$ cat src/rtl/led_pwm_fader_if.sv
// Bundles the pattern-generator-facing signals of the LED PWM fader.
// The master side (pattern generator) drives the pattern and the
// brightness. The slave side (the fader) returns the LED drive and busy.
interface led_pwm_fader_if #(
    parameter int PWM_BITS = 8
);
    logic [3:0]          led_in;
    logic [PWM_BITS-1:0] bright_max;
    logic [3:0]          led_out;
    logic                busy;

    modport master (
        output led_in,
        output bright_max,
        input  led_out,
        input  busy
    );

    modport slave (
        input  led_in,
        input  bright_max,
        output led_out,
        output busy
    );
endinterface

$ cat src/rtl/led_pwm_fader.sv
// LED PWM fader. Each of the four channels ramps its brightness level
// linearly toward its target, one STEP per fade tick. The level is then
// turned into a PWM waveform by comparing it with a shared free-running
// counter.

// One fader channel: level ramp plus registered PWM compare.
module led_pwm_lane #(
    parameter int PWM_BITS = 8,
    parameter int STEP     = 1
) (
    input  logic                osc_clk,
    input  logic                gsrn,
    input  logic                tick,
    input  logic                on,
    input  logic [PWM_BITS-1:0] bright,
    input  logic [PWM_BITS-1:0] pwm_cnt,
    output logic                led_out,
    output logic                busy
);
    localparam logic [PWM_BITS:0] STEP_W = (PWM_BITS+1)'(STEP);

    logic [PWM_BITS-1:0] tgt;
    logic [PWM_BITS-1:0] level_q, level_d;
    logic                pwm_q, pwm_d;
    logic [PWM_BITS:0]   sum;
    logic [PWM_BITS:0]   diff;

    // Next level: step toward the target on a tick, and clamp at the target.
    // The extra top bit catches overflow on a rise and borrow on a fall, so
    // the level never wraps.
    always_comb begin
        tgt     = on ? bright : '0;
        sum     = {1'b0, level_q} + STEP_W;
        diff    = {1'b0, level_q} - STEP_W;
        level_d = level_q;
        pwm_d   = (pwm_cnt < level_q);
        if (tick) begin
            if (level_q < tgt) begin
                level_d = (sum > {1'b0, tgt}) ? tgt : sum[PWM_BITS-1:0];
            end else if (level_q > tgt) begin
                level_d = (diff[PWM_BITS] || (diff[PWM_BITS-1:0] < tgt))
                          ? tgt : diff[PWM_BITS-1:0];
            end
        end
    end

    // Level and PWM output registers.
    always_ff @(posedge osc_clk or negedge gsrn) begin
        if (!gsrn) begin
            level_q <= '0;
            pwm_q   <= 1'b0;
        end else begin
            level_q <= level_d;
            pwm_q   <= pwm_d;
        end
    end

    assign led_out = pwm_q;
    assign busy    = (level_q != tgt);
endmodule

module led_pwm_fader #(
    parameter int PWM_BITS = 8,
    parameter int FADE_DIV = 450000,
    parameter int STEP     = 1
) (
    input  logic              osc_clk,
    input  logic              gsrn,
    led_pwm_fader_if.slave    bus
);
    localparam int NUM_LANES = 4;
    localparam int PW        = (FADE_DIV > 1) ? $clog2(FADE_DIV) : 1;
    localparam logic [PW-1:0] PRESC_LAST = PW'(FADE_DIV - 1);

    logic [NUM_LANES-1:0] led_q, led_d;
    logic [PWM_BITS-1:0]  bright_q, bright_d;
    logic [PW-1:0]        presc_q, presc_d;
    logic [PWM_BITS-1:0]  pwm_cnt_q, pwm_cnt_d;
    logic                 tick;
    logic [NUM_LANES-1:0] lane_out;
    logic [NUM_LANES-1:0] lane_busy;

    // Input capture, fade prescaler, and the free-running PWM counter.
    // The PWM counter wraps naturally at its width.
    always_comb begin
        led_d     = bus.led_in;
        bright_d  = bus.bright_max;
        tick      = (presc_q == PRESC_LAST);
        presc_d   = tick ? '0 : presc_q + 1'b1;
        pwm_cnt_d = pwm_cnt_q + 1'b1;
    end

    // Shared state registers.
    always_ff @(posedge osc_clk or negedge gsrn) begin
        if (!gsrn) begin
            led_q     <= '0;
            bright_q  <= '0;
            presc_q   <= '0;
            pwm_cnt_q <= '0;
        end else begin
            led_q     <= led_d;
            bright_q  <= bright_d;
            presc_q   <= presc_d;
            pwm_cnt_q <= pwm_cnt_d;
        end
    end

    for (genvar i = 0; i < NUM_LANES; i++) begin : g_lane
        led_pwm_lane #(
            .PWM_BITS (PWM_BITS),
            .STEP     (STEP)
        ) u_lane (
            .osc_clk (osc_clk),
            .gsrn    (gsrn),
            .tick    (tick),
            .on      (led_q[i]),
            .bright  (bright_q),
            .pwm_cnt (pwm_cnt_q),
            .led_out (lane_out[i]),
            .busy    (lane_busy[i])
        );
    end

    assign bus.led_out = lane_out;
    assign bus.busy    = |lane_busy;
endmodule

$ cat src/flat_wrapper.sv
// flat-port wrapper written by rule: the top's interface ports become plain ports
module led_pwm_fader_flat 
#(
    parameter int PWM_BITS = 8,
    parameter int FADE_DIV = 450000,
    parameter int STEP     = 1
)
  (osc_clk, gsrn, bus_led_in, bus_bright_max, bus_led_out, bus_busy);
  led_pwm_fader_if #(.PWM_BITS(PWM_BITS)) bus_i ();
  input  logic osc_clk;
  input  logic gsrn;
  input wire logic [$bits(bus_i.led_in)-1:0] bus_led_in;
  input wire logic [$bits(bus_i.bright_max)-1:0] bus_bright_max;
  output wire logic [$bits(bus_i.led_out)-1:0] bus_led_out;
  output wire logic [$bits(bus_i.busy)-1:0] bus_busy;
  assign bus_i.led_in = bus_led_in;
  assign bus_i.bright_max = bus_bright_max;
  assign bus_led_out = bus_i.led_out;
  assign bus_busy = bus_i.busy;
  led_pwm_fader #(.PWM_BITS(PWM_BITS), .FADE_DIV(FADE_DIV), .STEP(STEP)) u_core (.osc_clk(osc_clk), .gsrn(gsrn), .bus(bus_i));
endmodule
$ cat config.mk
export PLATFORM = sky130hd
export DESIGN_NAME = led_pwm_fader_flat
export DESIGN_NICKNAME = d
export VERILOG_FILES = /design/src/rtl/led_pwm_fader_if.sv /design/src/rtl/led_pwm_fader.sv /design/src/flat_wrapper.sv
export SDC_FILE = /design/constraint.sdc
export NUM_CORES = 1
export LEC_CHECK = 0
export CORE_UTILIZATION = 64
export DETAILED_ROUTE_END_ITERATION = 16
export PLACE_DENSITY = 0.82
export SYNTH_ARGS = -nofsm -noshare
export SYNTH_HDL_FRONTEND = slang
export SYNTH_SLANG_ARGS = --single-unit
$ cat constraint.sdc
create_clock -name osc_clk -period 9.6 [get_ports osc_clk]
set_input_delay 1.92 -clock osc_clk [delete_from_list [all_inputs] [get_ports osc_clk]]
set_output_delay 1.92 -clock osc_clk [all_outputs]
set_load 0.03 [all_outputs]
### After elaboration in Yosys (flattened, before gate mapping)

Cells that the tools add are included.
Widths: inputs -> output; s select.

| word-level totals | value |
|---|---|
| bits in registers | 75 |
| output and inout bits | 5 |

| cells by class | value |
|---|---|
| add/subtract/negate cells | 10 |
| $lt $le $gt $ge | 20 |
| equality and inequality tests | 5 |
| multiplexer cells | 21 |
| reduce and logical (&&, ||, !) cells | 13 |

Operators with widths:

| kind | count |
|---|---|
| $mux 8 | 20 |
| $lt 8x8->1 | 12 |
| $add 8x1->9 const B | 4 |
| $gt 9x8->1 | 4 |
| $sub 8x1->9 const B | 4 |
| $gt 8x8->1 | 4 |
| $ne 8x8->1 | 4 |
| $add 19x1->19 const B | 1 |
| $eq 19x19->1 const B | 1 |
| $mux 19 | 1 |
| $add 8x1->8 const B | 1 |
| $reduce_and 2->1 | 4 |
| $reduce_bool 2->1 | 4 |
| $logic_or 1x1->1 | 4 |
| $reduce_or 4->1 | 1 |

### Longest topological paths before layout

Gate-level depths: netlist of the first run.

| depth | value |
|---|---|
| depth after elaboration | 6 |
| depth in mapped cells | 13 |

### Cells and area by module

From an unflattened synthesis of the first run, not the netlist that was laid out.

| second synthesis, totals | value |
|---|---|
| cells, all modules | 861 |
| area total of the unflattened synthesis | 7818.7 um2 |

By module, submodules not included:

| module | instances | cells an instance | area each (um2) | seq. area each (um2) |
|---|---|---|---|---|
| led_pwm_lane at u_core.g_lane[1].u_lane | 1 | 187 | 1591.5 | 225.2 |
| led_pwm_lane at u_core.g_lane[2].u_lane | 1 | 191 | 1591.5 | 225.2 |
| led_pwm_lane at u_core.g_lane[0].u_lane | 1 | 184 | 1584.0 | 225.2 |
| led_pwm_fader | 1 | 127 | 1539.0 | 975.9 |
| led_pwm_lane at u_core.g_lane[3].u_lane | 1 | 172 | 1512.7 | 225.2 |

### Worst setup path after synthesis of the first run

OpenSTA, ideal clock, no wires.

| path | value |
|---|---|
| kind | register to output |
| from | register u_core.led_q[3] |
| to | output bus_busy |
| data arrival time | 1651 ps |
| setup slack | 6029 ps |
| cell stages (with the launch flop) | 7 |
| buffers on the path | 0 |
| cells stage by stage | dfrtp_1 > and2_1 > inv_1 > ha_1 > nand2_1 > nor4_1 > nand4_1 |

| between the ends | value |
|---|---|
| cells in the longest elaborated chain, start to end | 3 |

Ends and longest elaborated chain:

| what | line | RTL |
|---|---|---|
| start: declaration | led_pwm_fader.sv:75 | `logic [NUM_LANES-1:0] led_q, led_d;` |
| start signal: assignment | led_pwm_fader.sv:101 | `led_q <= led_d;` |
| $mux 8 | led_pwm_fader.sv:32 | `tgt = on ? bright : '0;` |
| $ne 8x8->1 | led_pwm_fader.sv:59 | `assign busy = (level_q != tgt);` |
| $reduce_or 4->1 | led_pwm_fader.sv:125 | `assign bus.busy = \|lane_busy;` |
| end: declaration | flat_wrapper.sv:15 | `output wire logic [$bits(bus_i.busy)-1:0] bus_busy;` |

Every way passes these cells.

### Worst setup path in the final report of the first run

| path | value |
|---|---|
| from | register u_core.led_q[2] |
| to | output bus_busy |

The elaborated chain is that of the path after synthesis.

==> results.yml, run 1 <==
logic_synthesis:
  yosysWarnings: 0
  yosys.area.top_type_share: 0.241
  avgSynthCellArea_um2: 8.97
  synth-seq-cells: 75
  synth_nets: 1011
  yosys.area.top_type: "dfrtp_1"
  synth_edf_count: 0
  synth_ff_type: "dfrtp_1"
  synth.area.top_cells: "dfrtp_1, ha_1, xnor2_1, mux2i_1, mux2_2"
  synth.cell_area_mm2: 0.00778
  async_reset_ff_frac: 1.00
  synth_seq_area_share: 0.241
  yosysUniqueCellTypes: 69
  syn_inst: 867
route:
  via_per_inst: 6.39
  drc: 0
  ant_nets: 0
  drt-pass1-iter-count: 4
  drt_wl_total_um: 19400
  drt-initial-drc-count: 464
  routedWlPerCell_um: 19.0
  vias: 6538
grt:
  grt_pass1_wl_um: 32600
  antenna_found_initial: 0
  grt_max_degree: 76
  grt_overflow: 0
  grt_pass1_vias: 6644
  grt_usage: 0.326
sta:
  fmax_mhz: 207
  tns_ns: 0
  min_period_ns: 4.84
  worst_slew_pin_slew_ns: 1.10
  slew_viol_final: 0
  setup_viol: 0
  fin_crit_sh: 0.504
  relSlewSlack: 0.270
  layout_setup_ws_ns: 4.76
  hold_viol: 0
  rsz0062_at_grt: "no"
  skew_ns: 0.0130
clock_network:
  hold_buffers: 0
  ctsHtreeMaxLevel: 3
  clk_path_buf_depth: 2
  cts_setup_buffers: 0
  insertion_delay_ns: 0.36
  ctsResizeCount: 0
  cts_tree: "done"
  clock-sinks: 75
  cts_made_buffers: 9
  clk_pin_slew_worst_paths_ns: 0.07
  cts_root_buffer: "clkbuf_16"
place:
  pre_cts_slack_ns: 5.23
  place_congestion: 0.992
  dp_cells: 1007
  dp_hpwl_um: 14700
  port_buffers: 18
setup_path:
  critPathCapture: "bus_busy"
  start_kind: "flop"
  cp.required_ns: 7.68
  path_class: "flop to output port"
  cp_max_fo: 8
  arrival_ns: 2.92
  worstReg2RegEnd: "u_core.g_lane[3].u_lane.level_q[4]"
  rrSetupSlack_ns: 5.86
  crit_start: "u_core.led_q[2]"
  critPathCaptureType: "output port"
  reg2reg_depth: 13
  timing.rr.start: "u_core.g_lane[3].u_lane.level_q[0]"
run:
  cap_violations: 0
floorplanning:
  initial_utilization: 0.670
  core_area_mm2: 0.0116
  dieHeight_um: 112
  rows: 39
  io_pins: 19
  die_area_mm2: 0.0126
  dieWidth_um: 112
pwr:
  power_density_mw_per_mm2: 91.3
  p_total_w: 0.000757
  peakVddDrop_uv: 64.8
  p_leak_nw: 3.98
final_layout:
  area_delta_synth_final_pct: 6.66
  fin_nets: 1019
  final_cell_mix: "ha_1, dfrtp_1, inv_1, nand2_1, xnor2_1"
  antenna_cells: 0
  fin_util: 0.714
  stdcell_count: 1023
  final_common_cell: "ha_1"
  layout-drive-gt1-share: 0.0795
min_path:
  hp-class: "flop to flop"
status:
  status: "finished clean"
## cell usage after synthesis, drive strengths merged (10+ instances only)
cell	n
a21o	24
a21oi	51
and2	24
and3	16
buf	15
dfrtp	75
ha	130
inv	68
mux2	35
mux2i	42
nand2	66
nand3	32
nand4	10
nor2	40
nor3	24
nor4	10
o21ai	40
xnor2	50
xor2	17
## report_power, final
group	internal, W	switching [W]	leakage, nW
sequential	0.000318	0.00000506	0.991
combinational	0.0000413	0.0000588	2.86
clock	0.000179	0.000155	0.133
total	0.000539	0.000218	3.98
## logic make-up (layout without fill, tap and decap cells)
kind of cell    count (synthesis)  after routing  share of synthesized area
compound gates                172            172                      0.151
xor+xnor                       67             67                     0.0754
flops                          75             75                      0.241
simple gates                  253            253                      0.167
fa+ha+maj                     130            130                      0.209
buf+inv                        93            106                     0.0515
mux                            77             77                      0.105
## layout make-up
class / instances / area [µm²]
timing repair buffer: 20 / 193
fill: 887 / 3320
inverter: 70 / 263
sequential: 75 / 1880
clock buffer: 9 / 225
multi-input combinational: 699 / 5500
tap: 143 / 179
clock inverter: 7 / 58.8
## metal layers
metal | GRT usage | vias up | part of all wire
met5 | 0 | - | 0
met4 | 0.122 | 0 | 0.029
met1 | 0.419 | 3137 | 0.43
li1 | - | 3142 | -
met3 | 0.0513 | 56 | 0.053
met2 | 0.556 | 203 | 0.49
## how the worst min path moves through the flow
stage | from | endpoint | slack (ns) | depth (start not counted)
floorplan | u_core.presc_q[0] | u_core.presc_q[0] | 0.45 | 1
global placement | u_core.presc_q[0] | u_core.presc_q[0] | 0.46 | 1
detailed placement | u_core.presc_q[0] | u_core.presc_q[0] | 0.48 | 1
CTS | u_core.presc_q[0] | u_core.presc_q[0] | 0.49 | 1
global route | u_core.presc_q[0] | u_core.presc_q[0] | 0.51 | 1
finish | u_core.presc_q[0] | u_core.presc_q[0] | 0.49 | 1
## worst max-delay path, cell delays in order, from the launching register on
cell,delay [ns]
dfrtp_1,0.46
and2_1,0.20
inv_1,0.09
ha_1,0.31
nand2_1,0.08
nor4_1,0.57
nand4_1,0.21
clkdlybuf4s50_1,0.65
## flip-flops by register name, indices dropped and copies added, names as in the netlist
| register | count |
|---|---|
| u_core.bright_q | 8 |
| u_core.g_lane.u_lane.level_q | 32 |
| u_core.g_lane.u_lane.led_out | 4 |
| u_core.led_q | 4 |
| u_core.pwm_cnt_q | 8 |
| u_core.presc_q | 19 |
## stage by stage
step           area (µm²)  hold WS, ns
5_1_grt              8300        0.513
3_5_place_dp         8010        0.476
2_1_floorplan        7780        0.448
3_3_place_gp         8010        0.465
4_1_cts              8300        0.488
6_report             8300        0.487
Power figures use the tool's default switching activity.
==> run 2: changes to the inputs <==
- CORE_UTILIZATION: 64 -> 58
- PLACE_DENSITY: 0.82 -> 0.78
- clock period: 9.6 -> 4.2 ns (I/O delays scaled with it)
==> results.yml, run 2 (synthesis results as in run 1) <==
pwr:
  power_density_mw_per_mm2: 225
  p_leak_nw: 4.03
  peakVddDrop_uv: 217
setup_path:
  start_kind: "flop"
  path_class: "flop to output port"
  cp_slowest_cell: "nor4_1"
  cp_top_family: "simple AND/OR/NAND/NOR gates"
  cp_max_fo: 9
  critical_path.max_stage_delay_ns: 0.66
  worst-path-buf-inv: 2
  crit_chain: "and2_1, inv_1, ha_1, nand2_1, nor4_1, nand4_1, clkdlybuf4s50_1"
  arrival_ns: 3.11
  critPathCaptureType: "output port"
  cp.required_ns: 3.36
floorplanning:
  rows: 41
  core_area_mm2: 0.0128
  dieHeight_um: 118
  die_area_mm2: 0.0139
  dieWidth_um: 118
  io_pins: 19
  initial_utilization: 0.607
sta:
  fmax_mhz: 253
  min_period_ns: 3.95
  worst_slew_pin_slew_ns: 1.01
  slew_viol_final: 0
  fin_crit_sh: 0.942
  rsz0062_at_grt: "no"
  skew_ns: 0.00936
  setup_viol: 0
  hold_viol: 0
  holdWs_ns: 0.474
  layout_setup_ws_ns: 0.246
  tns_ns: 0
  relSlewSlack: 0.325
final_layout:
  regMostFlops: "u_core.g_lane.u_lane.level_q"
  largest_reg_flops: 32
  area_delta_synth_final_pct: 8.07
  top_regs: "u_core.g_lane.u_lane.level_q (32), u_core.presc_q (19)"
  final_common_cell: "ha_1"
  fin_nets: 1020
  antenna_cells: 0
  layout-drive-gt1-share: 0.0795
  final_cell_mix: "ha_1, dfrtp_1, inv_1, nand2_1, xnor2_1"
  final_cell_area_mm2: 0.00841
clock_network:
  ctsHtreeMaxLevel: 3
  clk_pin_slew_worst_paths_ns: 0.06
  hold_buffers: 0
  cts_setup_buffers: 0
  clock-sinks: 75
  cts_root_buffer: "clkbuf_16"
  insertion_delay_ns: 0.35
  cts_tree: "done"
  clk_path_buf_depth: 2
  cts_made_buffers: 9
  ctsResizeCount: 0
place:
  dp_hpwl_um: 13600
  post_dp_cell_area_mm2: 0.00806
  port_buffers: 18
  pre_cts_slack_ns: 0.649
  place_congestion: 0.940
route:
  wl_met1_um: 8230
  drt-pass1-iter-count: 5
  drc: 0
  ant_nets: 0
  route.met2.wl_um: 8740
  via_per_inst: 6.03
  routedWlPerCell_um: 17.4
  top_layer_used: "met4"
  dr_wl_met3_um: 800
  drt-initial-drc-count: 408
  drt_wl_total_um: 18300
  vias: 6347
grt:
  grt_pass1_wl_um: 31000
  grt_overflow: 0
  antenna_found_initial: 0
  grt_pass1_vias: 6365
  grt_max_degree: 76
  grt_usage: 0.278
status:
  status: "finished clean"
min_path:
  hp-class: "flop to flop"
run:
  cap_violations: 0
[run 2: worst paths after layout]
kind,startpoint,to,slack (ns),cells past startpoint
min in group asynchronous,gsrn,u_core.g_lane[2].u_lane.level_q[6],0.62,1
setup / recovery,u_core.led_q[3],bus_busy,0.25,7
hold / removal,u_core.presc_q[0],u_core.presc_q[0],0.47,1
hold reg to reg,u_core.presc_q[0],u_core.presc_q[0],0.47,1
setup reg to reg,u_core.g_lane[2].u_lane.level_q[0],u_core.g_lane[2].u_lane.level_q[3],0.58,13
max in group asynchronous,gsrn,u_core.g_lane[1].u_lane.level_q[2],2.90,1
[run 2: area by class of cell]
type	instances	area [µm²]
flip-flops and latches	75	1880
multi-input cells	699	5500
inverters	70	263
fillers	1091	4420
clock buffers	11	243
repair buffers	21	200
clock inverters	5	108
well taps	172	215
[run 2: per-layer routing]
metal / global-route usage / up-vias
li1: - / 3132
met1: 0.352 / 3008
met2: 0.470 / 169
met3: 0.0363 / 38
met4: 0.128 / 0
met5: 0 / -
[run 2: report_power, final]
| group | leakage, nW | internal [W] | total (W) | switching (W) |
|---|---|---|---|---|
| Sequential | 0.991 | 0.000728 | 0.000741 | 0.0000132 |
| Combinational | 2.86 | 0.0000933 | 0.000225 | 0.000131 |
| Clock | 0.171 | 0.000601 | 0.000926 | 0.000324 |
[run 2: stage by stage]
| step | util | total power, W | cells |
|---|---|---|---|
| 3_5_place_dp | 0.628 | 0.000975 | 1037 |
| 6_report | 0.656 | 0.00189 | 1053 |
| 4_1_cts | 0.656 | 0.00190 | 1053 |
| 3_3_place_gp | 0.628 | 0.000970 | 1037 |
| 2_1_floorplan | - | 0.000903 | 867 |
| 5_1_grt | 0.656 | 0.00196 | 1053 |
